File: config.mk
export PLATFORM = sky130hd
export DESIGN_NAME = gmii_rx_framer
export DESIGN_NICKNAME = d
export VERILOG_FILES = /design/src/rtl/eth_pkg.sv /design/src/rtl/eth_crc32_acc.sv /design/src/rtl/gmii_rx_framer.sv
export SDC_FILE = /design/constraint.sdc
export NUM_CORES = 1
export LEC_CHECK = 0
export ABC_AREA = 0
export BUFFER_PORTS_ARGS = -buffer_cell sky130_fd_sc_hd__buf_2
export CAP_MARGIN = 40
export CORE_UTILIZATION = 30
export CTS_CLUSTER_DIAMETER = 100
export DETAILED_ROUTE_END_ITERATION = 8
export PLACE_DENSITY = 0.56
export SKIP_LAST_GASP = 1
export SLEW_MARGIN = 20
export SYNTH_ARGS = -nofsm -noshare
export SYNTH_HDL_FRONTEND = slang
export SYNTH_SLANG_ARGS = --single-unit
export TNS_END_PERCENT = 5
File: constraint.sdc
create_clock -name clk -period 17.8 [get_ports clk]
set_input_delay 3.56 -clock clk [delete_from_list [all_inputs] [get_ports clk]]
set_output_delay 3.56 -clock clk [all_outputs]
set_load 0.005 [all_outputs]
File: src/rtl/eth_pkg.sv
// Ethernet framing constants, receive status codes and the byte-wide CRC-32 step
// shared by the RX and TX framers.
package eth_pkg;
    localparam logic [7:0]  ETH_PREAMBLE = 8'h55;
    localparam logic [7:0]  ETH_SFD      = 8'hD5;
    localparam logic [31:0] CRC_RESIDUE  = 32'hC704DD7B;

    typedef enum logic [2:0] {
        ERR_OK   = 3'd0,
        ERR_RUNT = 3'd1,
        ERR_FCS  = 3'd2,
        ERR_LONG = 3'd3,
        ERR_PHY  = 3'd4
    } rx_err_t;

    typedef enum logic [1:0] {
        ST_IDLE,
        ST_PREAMBLE,
        ST_DATA,
        ST_DROP
    } rx_state_t;

    // MSB-aligned register, wire-order data (d[0] first); residue after a good FCS is CRC_RESIDUE.
    function automatic logic [31:0] next_crc32_d8(input logic [31:0] crc, input logic [7:0] d);
        logic [31:0] c;
        c = crc;
        for (int i = 0; i < 8; i++)
            c = (c[31] ^ d[i]) ? ((c << 1) ^ 32'h04C11DB7) : (c << 1);
        return c;
    endfunction
endpackage

File: src/rtl/eth_crc32_acc.sv
// CRC-32 accumulator: init loads all-ones, en folds in one byte per clock.
module eth_crc32_acc
    import eth_pkg::*;
(
    input  logic        clk,
    input  logic        reset,
    input  logic        init,
    input  logic        en,
    input  logic [7:0]  data,
    output logic [31:0] crc
);
    always_ff @(posedge clk or posedge reset) begin
        if (reset)     crc <= '1;
        else if (init) crc <= '1;
        else if (en)   crc <= next_crc32_d8(crc, data);
    end
endmodule

File: src/rtl/gmii_rx_framer.sv
// GMII receive framer: strips preamble/SFD, holds back the FCS with a 5-byte delay
// line, checks CRC and length, and streams payload with SOF/EOF/status plus frame counters.
module gmii_rx_framer
    import eth_pkg::*;
#(
    parameter int MIN_FRAME = 64,
    parameter int MAX_FRAME = 1518,
    parameter int CNT_W     = 16
) (
    input  logic             clk,
    input  logic             reset,
    input  logic [7:0]       gmii_rxd,
    input  logic             gmii_rx_dv,
    input  logic             gmii_rx_er,
    output logic [7:0]       m_data,
    output logic             m_valid,
    output logic             m_sof,
    output logic             m_eof,
    output logic [2:0]       m_err,
    output logic             busy,
    output logic [CNT_W-1:0] cnt_good,
    output logic [CNT_W-1:0] cnt_runt,
    output logic [CNT_W-1:0] cnt_fcs,
    output logic [CNT_W-1:0] cnt_long,
    output logic [CNT_W-1:0] cnt_phy
);
    logic [7:0]      r_rxd;
    logic            r_dv, r_er;
    rx_state_t       r_state, w_nxt;
    logic [4:0][7:0] r_dly;
    logic [10:0]     r_len;
    logic            r_phy;
    logic [31:0]     w_crc;
    logic            w_emit, w_sof, w_eof, w_shift, w_init, w_done;
    rx_err_t         w_err;

    eth_crc32_acc u_crc (
        .clk   (clk),
        .reset (reset),
        .init  (w_init),
        .en    (w_shift),
        .data  (r_rxd),
        .crc   (w_crc)
    );

    always_ff @(posedge clk or posedge reset) begin
        if (reset) begin
            r_rxd <= '0;
            r_dv  <= 1'b0;
            r_er  <= 1'b0;
        end else begin
            r_rxd <= gmii_rxd;
            r_dv  <= gmii_rx_dv;
            r_er  <= gmii_rx_er;
        end
    end

    always_ff @(posedge clk or posedge reset) begin
        if (reset) r_state <= ST_IDLE;
        else       r_state <= w_nxt;
    end

    always_comb begin
        w_nxt   = r_state;
        w_emit  = 1'b0;
        w_sof   = 1'b0;
        w_eof   = 1'b0;
        w_err   = ERR_OK;
        w_shift = 1'b0;
        w_init  = 1'b0;
        w_done  = 1'b0;
        case (r_state)
            ST_IDLE:
                if (r_dv && r_rxd == ETH_PREAMBLE) w_nxt = ST_PREAMBLE;
            ST_PREAMBLE:
                if (!r_dv) w_nxt = ST_IDLE;
                else if (r_rxd == ETH_SFD) begin
                    w_nxt  = ST_DATA;
                    w_init = 1'b1;
                end else if (r_rxd != ETH_PREAMBLE) w_nxt = ST_DROP;
            ST_DATA:
                if (r_dv) begin
                    if (r_len == 11'(MAX_FRAME)) begin
                        // Oversize: close the frame on the oldest held byte, discard the rest.
                        w_emit = 1'b1;
                        w_eof  = 1'b1;
                        w_err  = (r_phy || r_er) ? ERR_PHY : ERR_LONG;
                        w_done = 1'b1;
                        w_nxt  = ST_DROP;
                    end else begin
                        w_shift = 1'b1;
                        w_emit  = (r_len >= 11'd5);
                        w_sof   = (r_len == 11'd5);
                    end
                end else begin
                    w_nxt  = ST_IDLE;
                    w_done = 1'b1;
                    if (r_len >= 11'd5) begin
                        // Oldest held byte is the last payload byte; the four younger ones are FCS.
                        w_emit = 1'b1;
                        w_sof  = (r_len == 11'd5);
                        w_eof  = 1'b1;
                        if (r_phy)                         w_err = ERR_PHY;
                        else if (w_crc != CRC_RESIDUE)     w_err = ERR_FCS;
                        else if (r_len < 11'(MIN_FRAME))   w_err = ERR_RUNT;
                        else                               w_err = ERR_OK;
                    end else begin
                        w_err = ERR_RUNT;
                    end
                end
            ST_DROP:
                if (!r_dv) w_nxt = ST_IDLE;
            default: w_nxt = ST_IDLE;
        endcase
    end

    always_ff @(posedge clk or posedge reset) begin
        if (reset) begin
            r_dly <= '0;
            r_len <= '0;
            r_phy <= 1'b0;
        end else begin
            if (w_shift) r_dly <= {r_dly[3:0], r_rxd};
            // Clearing the length empties the delay line logically.
            if (w_init || w_done)            r_len <= '0;
            else if (w_shift && r_len != '1) r_len <= r_len + 11'd1;
            if (w_init)                r_phy <= 1'b0;
            else if (w_shift && r_er)  r_phy <= 1'b1;
        end
    end

    always_ff @(posedge clk or posedge reset) begin
        if (reset) begin
            m_data  <= '0;
            m_valid <= 1'b0;
            m_sof   <= 1'b0;
            m_eof   <= 1'b0;
            m_err   <= '0;
        end else begin
            m_data  <= w_emit ? r_dly[4] : 8'h00;
            m_valid <= w_emit;
            m_sof   <= w_sof;
            m_eof   <= w_eof;
            m_err   <= w_eof ? w_err : ERR_OK;
        end
    end

    always_ff @(posedge clk or posedge reset) begin
        if (reset) begin
            cnt_good <= '0;
            cnt_runt <= '0;
            cnt_fcs  <= '0;
            cnt_long <= '0;
            cnt_phy  <= '0;
        end else if (w_done) begin
            case (w_err)
                ERR_OK:   if (cnt_good != '1) cnt_good <= cnt_good + CNT_W'(1);
                ERR_RUNT: if (cnt_runt != '1) cnt_runt <= cnt_runt + CNT_W'(1);
                ERR_FCS:  if (cnt_fcs  != '1) cnt_fcs  <= cnt_fcs  + CNT_W'(1);
                ERR_LONG: if (cnt_long != '1) cnt_long <= cnt_long + CNT_W'(1);
                ERR_PHY:  if (cnt_phy  != '1) cnt_phy  <= cnt_phy  + CNT_W'(1);
                default: ;
            endcase
        end
    end

    assign busy = (r_state != ST_IDLE);
endmodule

==> qor.yml <==
status: "finished, final reports clean"
syn_nets: 845
critPathArrivalTime_ns: 1.31
io_pins: 107
regToRegStartpoint: "r_rxd[5]"
worst_setup_path_start_kind: "register"
post-cts-setup-buffers: 0
slew_violations: 0
syn_area_per_cell_um2: 10.58
antenna_cells: 0
reg2regPathDepth: 5
max-cap-violations: 0
die_h_um: 172.6
cp_max_fo: 7
hp-start: "r_dly[7]"
nNetsFinal: 950
routed_wl_um: 18390
antenna_left: 0
multiInputGateArea_um2: 3785
placed_area_um2: 9733
grt_pass1_vias: 5912
syn_area_um2: 8728
routed_via_density: 4.503
yosysTopAreaCellShare_pct: 45.30
numCtsBuffers: 17
track_usage_pct: 12.97
rows: 62
grt-ovfl-total: 0
path_clk_slew_ns: 0.07
cts_sinks: 190
async_flop_share_pct: 100.0
routabilityCongestion: 0.7713
r2r_slack_ns: 14.81
ctsHtreeMaxLevel: 4
fp.dieArea_um2: 29780
leakagePower_nw: 4.926
drt_iter0_drc: 275
coreArea_um2: 28630
whs_endpoint: "r_dly[15]"
hold_path_depth: 2
post-route-cell-area_um2: 10310
nFillCells: 2887
clock_path_buffers: 2
drc: 0
dr.pass1.iters: 4
dp_hpwl_um: 12400
fp.dieW_um: 172.6
rsz0062_at_grt: "no"
worstPathRequired_ns: 14.24
final_hold_viol_count: 0
grt_pass1_wl_um: 31160
ys_ff_latch: 190
synth_largest_area_cell: "dfrtp_1"
slew_headroom_pct: 42.86
synth_most_common_cell: "nand2_1"
synth_edf_count: 0
seq_area_um2: 4795
wl_per_cell_um: 13.86
insertion_delay_ns: 0.43
drive_above_1_share_pct: 21.10
hold_buffers: 0
cts_resized: 0
finClkSkew_ns: 0.008358
setup_tns_ns: 0
maxClockFrequency_mhz: 205.4
start_util_pct: 30.49
synth.distinct_cells: 56
end_kind: "output port"
synth_cells: 825
ys_top_cells_by_count: "186 x nand2_1, 158 x dfrtp_1, 104 x xnor2_1"
vias: 5975
portBuffers: 106
final.min_clock_period_ns: 4.868
powerDensity_nw_per_um2: 122.6
tightestPinTransition_ns: 0.8507
ys_warn_count: 0
peakVddDrop_mv: 0.06623
cts_root_buf: "clkbuf_16"
antenna_found_initial: 0
final.period_utilization_pct: 27.35
area_delta_synth_final_pct: 18.15
synth_flop_cell: "dfrtp_1"
ys_seq_area_share_pct: 54.93
grt_max_degree: 96
yosys-top-cells-area: "dfrtp_1 45%, xnor2_1 10%, dfstp_2 9.6%"
min_path_type: "reg2reg"
critPathKind: "reg2out"
setup_viol: 0
cts_tree: "done"
r2r_end: "r_len[4]"
-- worst max path at each step --
stage,from,to,slack (ns)
5_1_grt,r_state[1],busy,12.86
3_3_place_gp,reset,cnt_runt[7],12.60
2_1_floorplan,reset,cnt_fcs[0],9.12
4_1_cts,r_state[1],busy,12.90
3_5_place_dp,reset,cnt_long[15],12.62
6_report,r_state[1],busy,12.93
-- flip-flops by register name (all words and copies together) (netlist names), 2 cells and up --
register,flops
cnt_fcs,16
cnt_good,16
cnt_long,16
cnt_phy,16
cnt_runt,16
m_data,8
m_err,3
r_dly,40
r_len,11
r_rxd,8
r_state,2
u_crc.crc,32
-- cell type report --
| cell class | count | share of cell area (%) |
|---|---|---|
| multi-input cells | 597 | 36.70 |
| clock buffers | 25 | 4.513 |
| repair buffers | 114 | 6.091 |
| inverters | 10 | 0.4368 |
| clock inverters | 7 | 1.104 |
| flip-flops and latches | 190 | 46.49 |
| well taps | 384 | 4.659 |
-- worst max-delay path, cell delays in order, from the launching register on --
cell     delay [ns]
dfrtp_1        0.43
or2_2          0.30
buf_2          0.14
-- through the flow --
| stage | setup WS, ns | std cells | power [mW] | hold WS, ns | utilization [%] |
|---|---|---|---|---|---|
| final | 12.93 | 1327 | 1.264 | 0.4585 | 36.03 |
| after global routing | 12.86 | 1327 | 1.341 | 0.4827 | 36.03 |
| after CTS | 12.90 | 1327 | 1.283 | 0.4635 | 36.03 |
| after detailed placement | 12.62 | 1295 | 0.8889 | 0.4496 | 34.00 |
| after global placement | 12.60 | 1291 | 0.8841 | 0.4471 | 33.77 |
| after floorplan | 9.122 | 825 | 0.8161 | 0.4374 | - |
-- placed cells by master (no fill, tap or decap), types with 3 or more instances in the layout --
cell type  Yosys  routed
clkinv_2       0       3
nand4b_1       3       3
xnor2_1      104     104
dfstp_2       32      32
bufinv_16      0       3
clkbuf_1      11       7
dfrtp_1      158     158
mux2_2         5       5
a21oi_1        5       5
or2_2          5       5
buf_2          9     107
nor4_1         3       3
o211ai_1      32      32
nor2_1        43      42
buf_4          1       5
and4_1         5       5
nand3_1       31      31
and2_1        13      13
ha_1           8       8
nand4_1       35      35
nand2_1      186     186
nor3_1        15      15
inv_1         10       9
clkbuf_16      0      17
xor2_1        45      45
nor4b_1        3       3
and3_1        17      17
-- cells by family after synthesis --
| family | count (synthesis) | share of synthesized area (%) |
|---|---|---|
| AO/OA/AOI/OAI | 55 | 4.859 |
| multiplexers | 6 | 0.8170 |
| AND/OR/NAND/NOR | 376 | 20.84 |
| buffers and inverters | 38 | 1.892 |
| adder cells (fa/ha/maj) | 8 | 1.147 |
| XOR/XNOR | 152 | 15.51 |
| flip-flops | 190 | 54.93 |
-- metal layers --
metal / global-route usage, % / up-vias / wire, um
met5: 0 / - / 0
met4: 3.906 / 0 / 225
met3: 3.232 / 13 / 582
met2: 21.19 / 89 / 8812
met1: 16.92 / 2884 / 8772
li1: - / 2989 / -
-- power by group --
part / leakage (nW) / internal (mW) / total (mW) / switching (mW)
Sequential: 2.51 / 0.499 / 0.544 / 0.0445
Combinational: 2.14 / 0.157 / 0.335 / 0.178
Clock: 0.283 / 0.225 / 0.386 / 0.161
No activity file was read; power rests on OpenSTA's default activity.
